**src/rtl/accel_pkg.sv**
```systemverilog
// Shared accelerator types: operand/result shapes, operation codes and the
// compute-arbiter state encoding.
package accel_pkg;

  localparam int UNIT_COUNT    = 8;
  localparam int UNIT_ID_WIDTH = $clog2(UNIT_COUNT);

  localparam int ELEM_WIDTH = 8;
  localparam int VECTOR_LEN = 4;

  typedef logic [VECTOR_LEN-1:0][ELEM_WIDTH-1:0] vector_t;
  typedef vector_t [VECTOR_LEN-1:0]              matrix_t;

  typedef enum logic [1:0] {
    COMP_DOT    = 2'd0,
    COMP_ADD    = 2'd1,
    COMP_MUL    = 2'd2,
    COMP_MATVEC = 2'd3
  } comp_type_e;

  typedef enum logic [1:0] {
    IDLE  = 2'd0,
    ISSUE = 2'd1,
    WAIT  = 2'd2,
    RESP  = 2'd3
  } arb_state_e;

  localparam int ARB_TIMEOUT_DEFAULT = 255;
  localparam int ARB_WDOG_WIDTH      = 16;

  // One-hot vector with only bit `id` set.
  function automatic logic [UNIT_COUNT-1:0] unit_onehot(input logic [UNIT_ID_WIDTH-1:0] id);
    return UNIT_COUNT'(1) << id;
  endfunction

endpackage

```
**src/rtl/rr_priority_picker.sv**
```systemverilog
// Combinational round-robin picker: finds the first asserted request
// searching upward from the slot after the previous grant, with wrap-around.
module rr_priority_picker
  import accel_pkg::*;
(
  input  logic [UNIT_COUNT-1:0]    i_req,
  input  logic [UNIT_ID_WIDTH-1:0] i_last_id,
  output logic [UNIT_COUNT-1:0]    o_gnt,
  output logic [UNIT_ID_WIDTH-1:0] o_id,
  output logic                     o_valid
);

  // Rotating priority search; the slot right after the last grant wins ties.
  always_comb begin
    int                       slot;
    logic [UNIT_ID_WIDTH-1:0] slot_id;
    logic                     found;
    // NOTE: every variable gets a default before any branch so no path can
    // leave it unassigned, which would otherwise infer a latch.
    o_gnt   = '0;
    o_id    = '0;
    o_valid = 1'b0;
    found   = 1'b0;
    slot    = 0;
    slot_id = '0;
    for (int i = 1; i <= UNIT_COUNT; i++) begin
      slot = int'(i_last_id) + i;
      if (slot >= UNIT_COUNT) begin
        slot = slot - UNIT_COUNT;
      end
      slot_id = UNIT_ID_WIDTH'(slot);
      if (!found && i_req[slot_id]) begin
        found   = 1'b1;
        o_valid = 1'b1;
        o_id    = slot_id;
        o_gnt   = unit_onehot(slot_id);
      end
    end
  end

endmodule

```
**src/rtl/compute_arbiter.sv**
```systemverilog
// Round-robin arbiter and sequencer sharing one compute unit among the
// processing units: grants a requester, latches its operands, runs the
// request/ready/done handshake under a watchdog and returns the result.
module compute_arbiter
  import accel_pkg::*;
#(
  parameter int TIMEOUT_CYCLES = ARB_TIMEOUT_DEFAULT
) (
  input  logic                     clk,
  input  logic                     rst,
  input  logic                     arb_enable,
  input  logic [UNIT_COUNT-1:0]    req,
  input  comp_type_e               req_comp_type [UNIT_COUNT],
  input  vector_t                  req_vector_a  [UNIT_COUNT],
  input  vector_t                  req_vector_b  [UNIT_COUNT],
  input  matrix_t                  req_matrix    [UNIT_COUNT],
  output logic [UNIT_COUNT-1:0]    gnt,
  output logic [UNIT_COUNT-1:0]    rsp_valid,
  output logic                     rsp_err,
  output vector_t                  rsp_data,
  output logic                     cu_request,
  input  logic                     cu_ready,
  input  logic                     cu_done,
  output logic [UNIT_ID_WIDTH-1:0] cu_unit_id,
  output comp_type_e               cu_comp_type,
  output vector_t                  cu_vector_a,
  output vector_t                  cu_vector_b,
  output matrix_t                  cu_matrix,
  input  vector_t                  cu_result,
  output logic                     busy,
  output logic [UNIT_ID_WIDTH-1:0] active_id,
  output logic [15:0]              op_count,
  output logic                     timeout_sticky
);

  // The watchdog fires in the cycle that would complete TIMEOUT_CYCLES
  // cycles spent in ISSUE+WAIT.
  localparam logic [ARB_WDOG_WIDTH-1:0] WDOG_LAST = ARB_WDOG_WIDTH'(TIMEOUT_CYCLES - 1);

  arb_state_e                r_state;
  arb_state_e                w_next_state;
  logic [UNIT_ID_WIDTH-1:0]  r_id;
  logic [UNIT_ID_WIDTH-1:0]  r_last_id;
  comp_type_e                r_comp_type;
  vector_t                   r_vector_a;
  vector_t                   r_vector_b;
  matrix_t                   r_matrix;
  logic [UNIT_COUNT-1:0]     r_gnt;
  logic                      r_rsp_err;
  vector_t                   r_rsp_data;
  logic [ARB_WDOG_WIDTH-1:0] r_wdog;
  logic [15:0]               r_op_count;
  logic                      r_timeout_sticky;

  logic [UNIT_COUNT-1:0]     w_pick_gnt;
  logic [UNIT_ID_WIDTH-1:0]  w_pick_id;
  logic                      w_pick_valid;
  logic                      w_take_grant;
  logic                      w_op_done;
  logic                      w_op_timeout;

  rr_priority_picker u_picker (
    .i_req     (req),
    .i_last_id (r_last_id),
    .o_gnt     (w_pick_gnt),
    .o_id      (w_pick_id),
    .o_valid   (w_pick_valid)
  );

  // Next-state decode plus the grant/completion/timeout events of this cycle.
  always_comb begin
    w_next_state = r_state;
    w_take_grant = 1'b0;
    w_op_done    = 1'b0;
    w_op_timeout = 1'b0;
    case (r_state)
      IDLE: begin
        if (arb_enable && w_pick_valid) begin
          w_take_grant = 1'b1;
          w_next_state = ISSUE;
        end
      end
      ISSUE: begin
        if (r_wdog == WDOG_LAST) begin
          w_op_timeout = 1'b1;
          w_next_state = RESP;
        end else if (cu_ready) begin
          w_next_state = WAIT;
        end
      end
      WAIT: begin
        // A result arriving in the timeout cycle still counts as success.
        if (cu_done) begin
          w_op_done    = 1'b1;
          w_next_state = RESP;
        end else if (r_wdog == WDOG_LAST) begin
          w_op_timeout = 1'b1;
          w_next_state = RESP;
        end
      end
      RESP: begin
        w_next_state = IDLE;
      end
      default: begin
        w_next_state = IDLE;
      end
    endcase
  end

  // State register, operand latch, watchdog, response capture and counters.
  always_ff @(posedge clk) begin
    // NOTE: all state here uses non-blocking assignments so every register
    // updates from values sampled at the same edge, independent of order.
    if (rst) begin
      r_state          <= IDLE;
      r_id             <= '0;
      r_last_id        <= UNIT_ID_WIDTH'(UNIT_COUNT - 1);
      r_comp_type      <= COMP_DOT;
      r_vector_a       <= '0;
      r_vector_b       <= '0;
      r_matrix         <= '0;
      r_gnt            <= '0;
      r_rsp_err        <= 1'b0;
      r_rsp_data       <= '0;
      r_wdog           <= '0;
      r_op_count       <= '0;
      r_timeout_sticky <= 1'b0;
    end else begin
      r_state <= w_next_state;
      r_gnt   <= '0;

      if (w_take_grant) begin
        r_id        <= w_pick_id;
        r_comp_type <= req_comp_type[w_pick_id];
        r_vector_a  <= req_vector_a[w_pick_id];
        r_vector_b  <= req_vector_b[w_pick_id];
        r_matrix    <= req_matrix[w_pick_id];
        r_gnt       <= w_pick_gnt;
        r_wdog      <= '0;
      end

      if (r_state == ISSUE || r_state == WAIT) begin
        r_wdog <= r_wdog + ARB_WDOG_WIDTH'(1);
      end

      if (w_op_done) begin
        r_rsp_data <= cu_result;
        r_rsp_err  <= 1'b0;
      end

      if (w_op_timeout) begin
        r_rsp_data       <= '0;
        r_rsp_err        <= 1'b1;
        r_timeout_sticky <= 1'b1;
      end

      if (r_state == RESP) begin
        r_op_count <= r_op_count + 16'd1;
        r_last_id  <= r_id;
      end
    end
  end

  assign gnt            = r_gnt;
  assign rsp_valid      = (r_state == RESP) ? unit_onehot(r_id) : '0;
  assign rsp_err        = r_rsp_err;
  assign rsp_data       = r_rsp_data;
  assign cu_request     = (r_state == ISSUE);
  assign cu_unit_id     = r_id;
  assign cu_comp_type   = r_comp_type;
  assign cu_vector_a    = r_vector_a;
  assign cu_vector_b    = r_vector_b;
  assign cu_matrix      = r_matrix;
  assign busy           = (r_state != IDLE);
  assign active_id      = r_id;
  assign op_count       = r_op_count;
  assign timeout_sticky = r_timeout_sticky;

endmodule

```
**config.mk**
```make
export PLATFORM = sky130hd
export DESIGN_NAME = compute_arbiter
export DESIGN_NICKNAME = d
export VERILOG_FILES = /design/src/rtl/accel_pkg.sv /design/src/rtl/rr_priority_picker.sv /design/src/rtl/compute_arbiter.sv
export SDC_FILE = /design/constraint.sdc
export NUM_CORES = 2
export LEC_CHECK = 0
export ABC_AREA = 1
export BUFFER_PORTS_ARGS = -buffer_cell sky130_fd_sc_hd__buf_2
export CORE_AREA = 10 10 724 726
export CTS_CLUSTER_SIZE = 20
export DETAILED_ROUTE_END_ITERATION = 10
export DIE_AREA = 0 0 734 736
export MAX_ROUTING_LAYER = met4
export PLACE_DENSITY = 0.3
export SYNTH_ARGS = -nofsm -noshare
export SYNTH_HDL_FRONTEND = slang
export SYNTH_SLANG_ARGS = --single-unit
```
**constraint.sdc**
```tcl
create_clock -name clk -period 3.4 [get_ports clk]
set_input_delay 0.51 -clock clk [delete_from_list [all_inputs] [get_ports clk]]
set_output_delay 0.51 -clock clk [all_outputs]
set_load 0.02 [all_outputs]
```
==> summary.md <==
| Metric | Value |
|---|---|
| Deepest clock path buffer count | 3 |
| Top_reg_cell synth | dfxtp_1 |
| Commonest non-fill, non-tap cells in the layout | 1864 x buf_2, 1762 x nand2_1, 1176 x nand3_1, 424 x buf_4, 274 x dfxtp_1 |
| RSZ-0062 raised after global routing | yes |
| Slew Viols, Final | 0 |
| Worst setup SP type | flip-flop |
| IO Port Bufs | 1864 |
| Synth cell types | 45 |
| Layout cell share with drive strength beyond 1 | 44.1% |
| Hold Path Class | in -> reg |
| Crit-path max FO | 12 |
| Final core occ | 11.1% |
| Placer Congestion | 0.924 |
| Post-Syn Nets | 6393 |
| Seq. cell area | 5530 µm² |
| Nets | 8687 |
| CTS tree | done |
| Total number of vias | 45700 |
| Gr ovfl total | 0 |
| Number of global-route vias before repair | 45000 |
| Setup TNS | -14.90 ns |
| Worst setup margin | -0.210 ns |
| Post-synthesis sequential area ratio | 21.4% |
| Pwr dens | 1670 nW/µm² |
| Syn Inst Count | 4776 |
| Core Area | 508000 µm² |
| Req. time, crit path | 4.07 ns |
| Hold WS | 0.102 ns |
| Final Setup Violations | 180 |
| First-pass GRT wire length | 522 mm |
| Final WL | 435 mm |
| Post-route design area | 56300 µm² |
| Kind of critical path | reg -> reg |
| First-pass detailed-route iteration total | 7 |
| Failing checks | setup timing |
| Die Y | 736 µm |
| CTS root buffer | clkbuf_16 |
| Least-Margin Pin Slew | 0.938 ns |
| Yosys reg bits | 276 |
| YS warnings | 0 |
| Std cell rows | 262 |
| Die X | 734 µm |
| Worst-path clk slew | 0.06 ns |
| Layout fillers | 60300 |
| Syn Area/Cell | 5.41 µm² |
| Multi-input gate area | 20000 µm² |
| Fraction of registers with async set/reset | 0% |
| MaxCap Viol Count | 0 |
| Peak Freq | 277 MHz |
| Io pins | 1865 |
| Tmin final | 3.61 ns |
| Sink Count | 276 |
| Area Overhead vs Synth | 118% |
| Overall power | 94.2 mW |
| Vias/cell | 3.25 |
| Worst relative slew slack | 37.4% |
| Cell count after placement | 13500 |
| Worst vdd ir | 0.710 mV |
| Worst endpoint data arrival time | 4.28 ns |
| Area after DPL | 48000 µm² |
| Worst Setup End Kind | flip-flop |
| Initial Utilization | 5.09% |
| DRC | 0 |
| Hpwl dp | 369 mm |
| Leakage power | 25.5 nW |
| 1st-iter DRT viols | 3598 |
| Hold Fails Final Rpt | 0 |
| Num CTS Buffers | 51 |
| Antenna violations before repair | 340 |
| Htree depth | 2 |
| DIE AREA | 540000 µm² |
| Total Routing Usage GR | 15.4% |
| Finished Layout Cells | 14000 |
| DR WL/cell | 31.0 µm |
| Synthesized cell area | 25900 µm² |
| EDFF count, synth | 0 |
| Antenna viol nets, final | 0 |
| Commonest non-fill, non-tap cell in the layout | buf_2 |
| Clock latency on the worst-skew pair | 0.77 ns |
| Crit share post-route | 106% |
| Final Skew | 0.0410 ns |
| Pre-CTS setup slack | -0.758 ns |
| Pin count of the biggest net entering global routing | 73 |
| Status | finished with violations |
==> where the power goes <==
part | switching, mW | internal [mW]
sequential | 0.611 | 4.12
clock | 2.62 | 3.21
combinational | 51.0 | 32.7
total | 54.2 | 40.0
==> synth_stat cells, types with 2 or more instances <==
cell	instances	share of area, %
a211oi_1	10	0.29
a21oi_1	233	4.5
a221oi_1	2	0.068
a22oi_1	2	0.058
a31oi_1	5	0.12
buf_1	11	0.16
buf_2	220	4.3
buf_4	51	1.5
buf_6	5	0.22
clkbuf_1	134	1.9
dfxtp_1	276	21
ha_1	20	0.97
inv_1	109	1.6
inv_2	7	0.10
nand2_1	1876	27
nand2_2	4	0.097
nand3_1	1369	26
nand3_2	3	0.12
nand4_1	6	0.15
nor2_1	112	1.6
nor2_2	5	0.12
nor2_4	4	0.17
nor3_1	18	0.35
nor4_1	7	0.17
o2111ai_1	5	0.17
o211ai_1	9	0.26
o21a_1	34	0.99
o21ai_0	195	3.8
o21ai_1	25	0.48
o221ai_1	2	0.068
o22ai_1	3	0.073
==> kinds of logic (layout without fill, tap and decap cells) <==
logic type               after synthesis  after routing  share of synthesized area (%)
AO/OA/AOI/OAI                        528            528                           11.0
XOR/XNOR                               2              2                         0.0968
adder cells (fa/ha/maj)               20             20                          0.968
buffers and inverters                538           2873                           9.76
flip-flops                           276            276                           21.4
other                                  0            204                              0
AND/OR/NAND/NOR                     3412           3413                           56.8
==> sequential cells by signal, summed over array words and instances, names as in the netlist <==
| name | flops |
|---|---|
| cu_matrix | 128 |
| r_last_id | 3 |
| cu_vector_b | 32 |
| active_id | 3 |
| timeout_sticky | 1 |
| r_state | 2 |
| rsp_data | 32 |
| r_wdog | 16 |
| cu_vector_a | 32 |
| cu_comp_type | 2 |
| gnt | 8 |
| rsp_err | 1 |
| op_count | 16 |
==> critical path, stage by stage, from the launching register on <==
cell and delay (ns):
dfxtp_4 0.39, inv_4 0.06, ha_4 0.30, buf_6 0.13, nand3_4 0.08, nand2_1 0.09, nand2_1 0.06, nand2_2 0.14
buf_4 0.14, nand3_1 0.07, nor2_1 0.10, nand4_1 0.15, nand2_2 0.12, nand3_4 0.12, buf_12 0.16, buf_16 0.15
buf_16 0.24, buf_4 0.15, nand3_1 0.08, nand3_1 0.18, buf_4 0.23, nand3_1 0.09, nand2_1 0.05, nand2_1 0.05
nand2_1 0.06
==> metal layers <==
| layer | track usage [%] | vias to the layer above | routed length (µm) |
|---|---|---|---|
| li1 | - | 20800 | - |
| met1 | 19.2 | 21800 | 190000 |
| met2 | 24.5 | 2489 | 198000 |
| met3 | 4.47 | 530 | 35800 |
| met4 | 3.31 | 0 | 11000 |
| met5 | - | - | 0 |
==> timing repair <==
| action | 4_1_cts | 5_1_grt |
|---|---|---|
| pin swaps | 47 | 65 |
| resized for setup | 349 | 341 |
| endpoints found under the setup margin | 199 | 195 |
| buffers inserted | 92 | 62 |
| gates cloned | 27 | 30 |
| endpoints found under the hold margin | 25 | 0 |
| hold buffers | 26 | 0 |
==> layout make-up <==
| cell class | count | area share [%] |
|---|---|---|
| diodes | 204 | 0.907 |
| clock buffers | 70 | 2.55 |
| clock inverters | 25 | 0.522 |
| inverters | 117 | 0.836 |
| multi-input cells | 3963 | 35.6 |
| flip-flops and latches | 276 | 9.83 |
| well taps | 6732 | 15.0 |
| repair buffers | 2661 | 34.8 |
==> path summary, 6_finish.rpt <==
kind / startpoint / to / slack (ns) / cells past startpoint
min: cu_result[18] / rsp_data[18]$_SDFFE_PP0P_ / 0.10 / 3
max reg2reg: r_last_id[0]$_SDFFE_PP1P_ / cu_matrix[65]$_SDFFE_PP0P_ / -0.21 / 24
max: r_last_id[0]$_SDFFE_PP1P_ / cu_matrix[65]$_SDFFE_PP0P_ / -0.21 / 24
min reg2reg: rsp_data[27]$_SDFFE_PP0P_ / rsp_data[27]$_SDFFE_PP0P_ / 0.46 / 2
No activity file was read; power rests on OpenSTA's default activity.
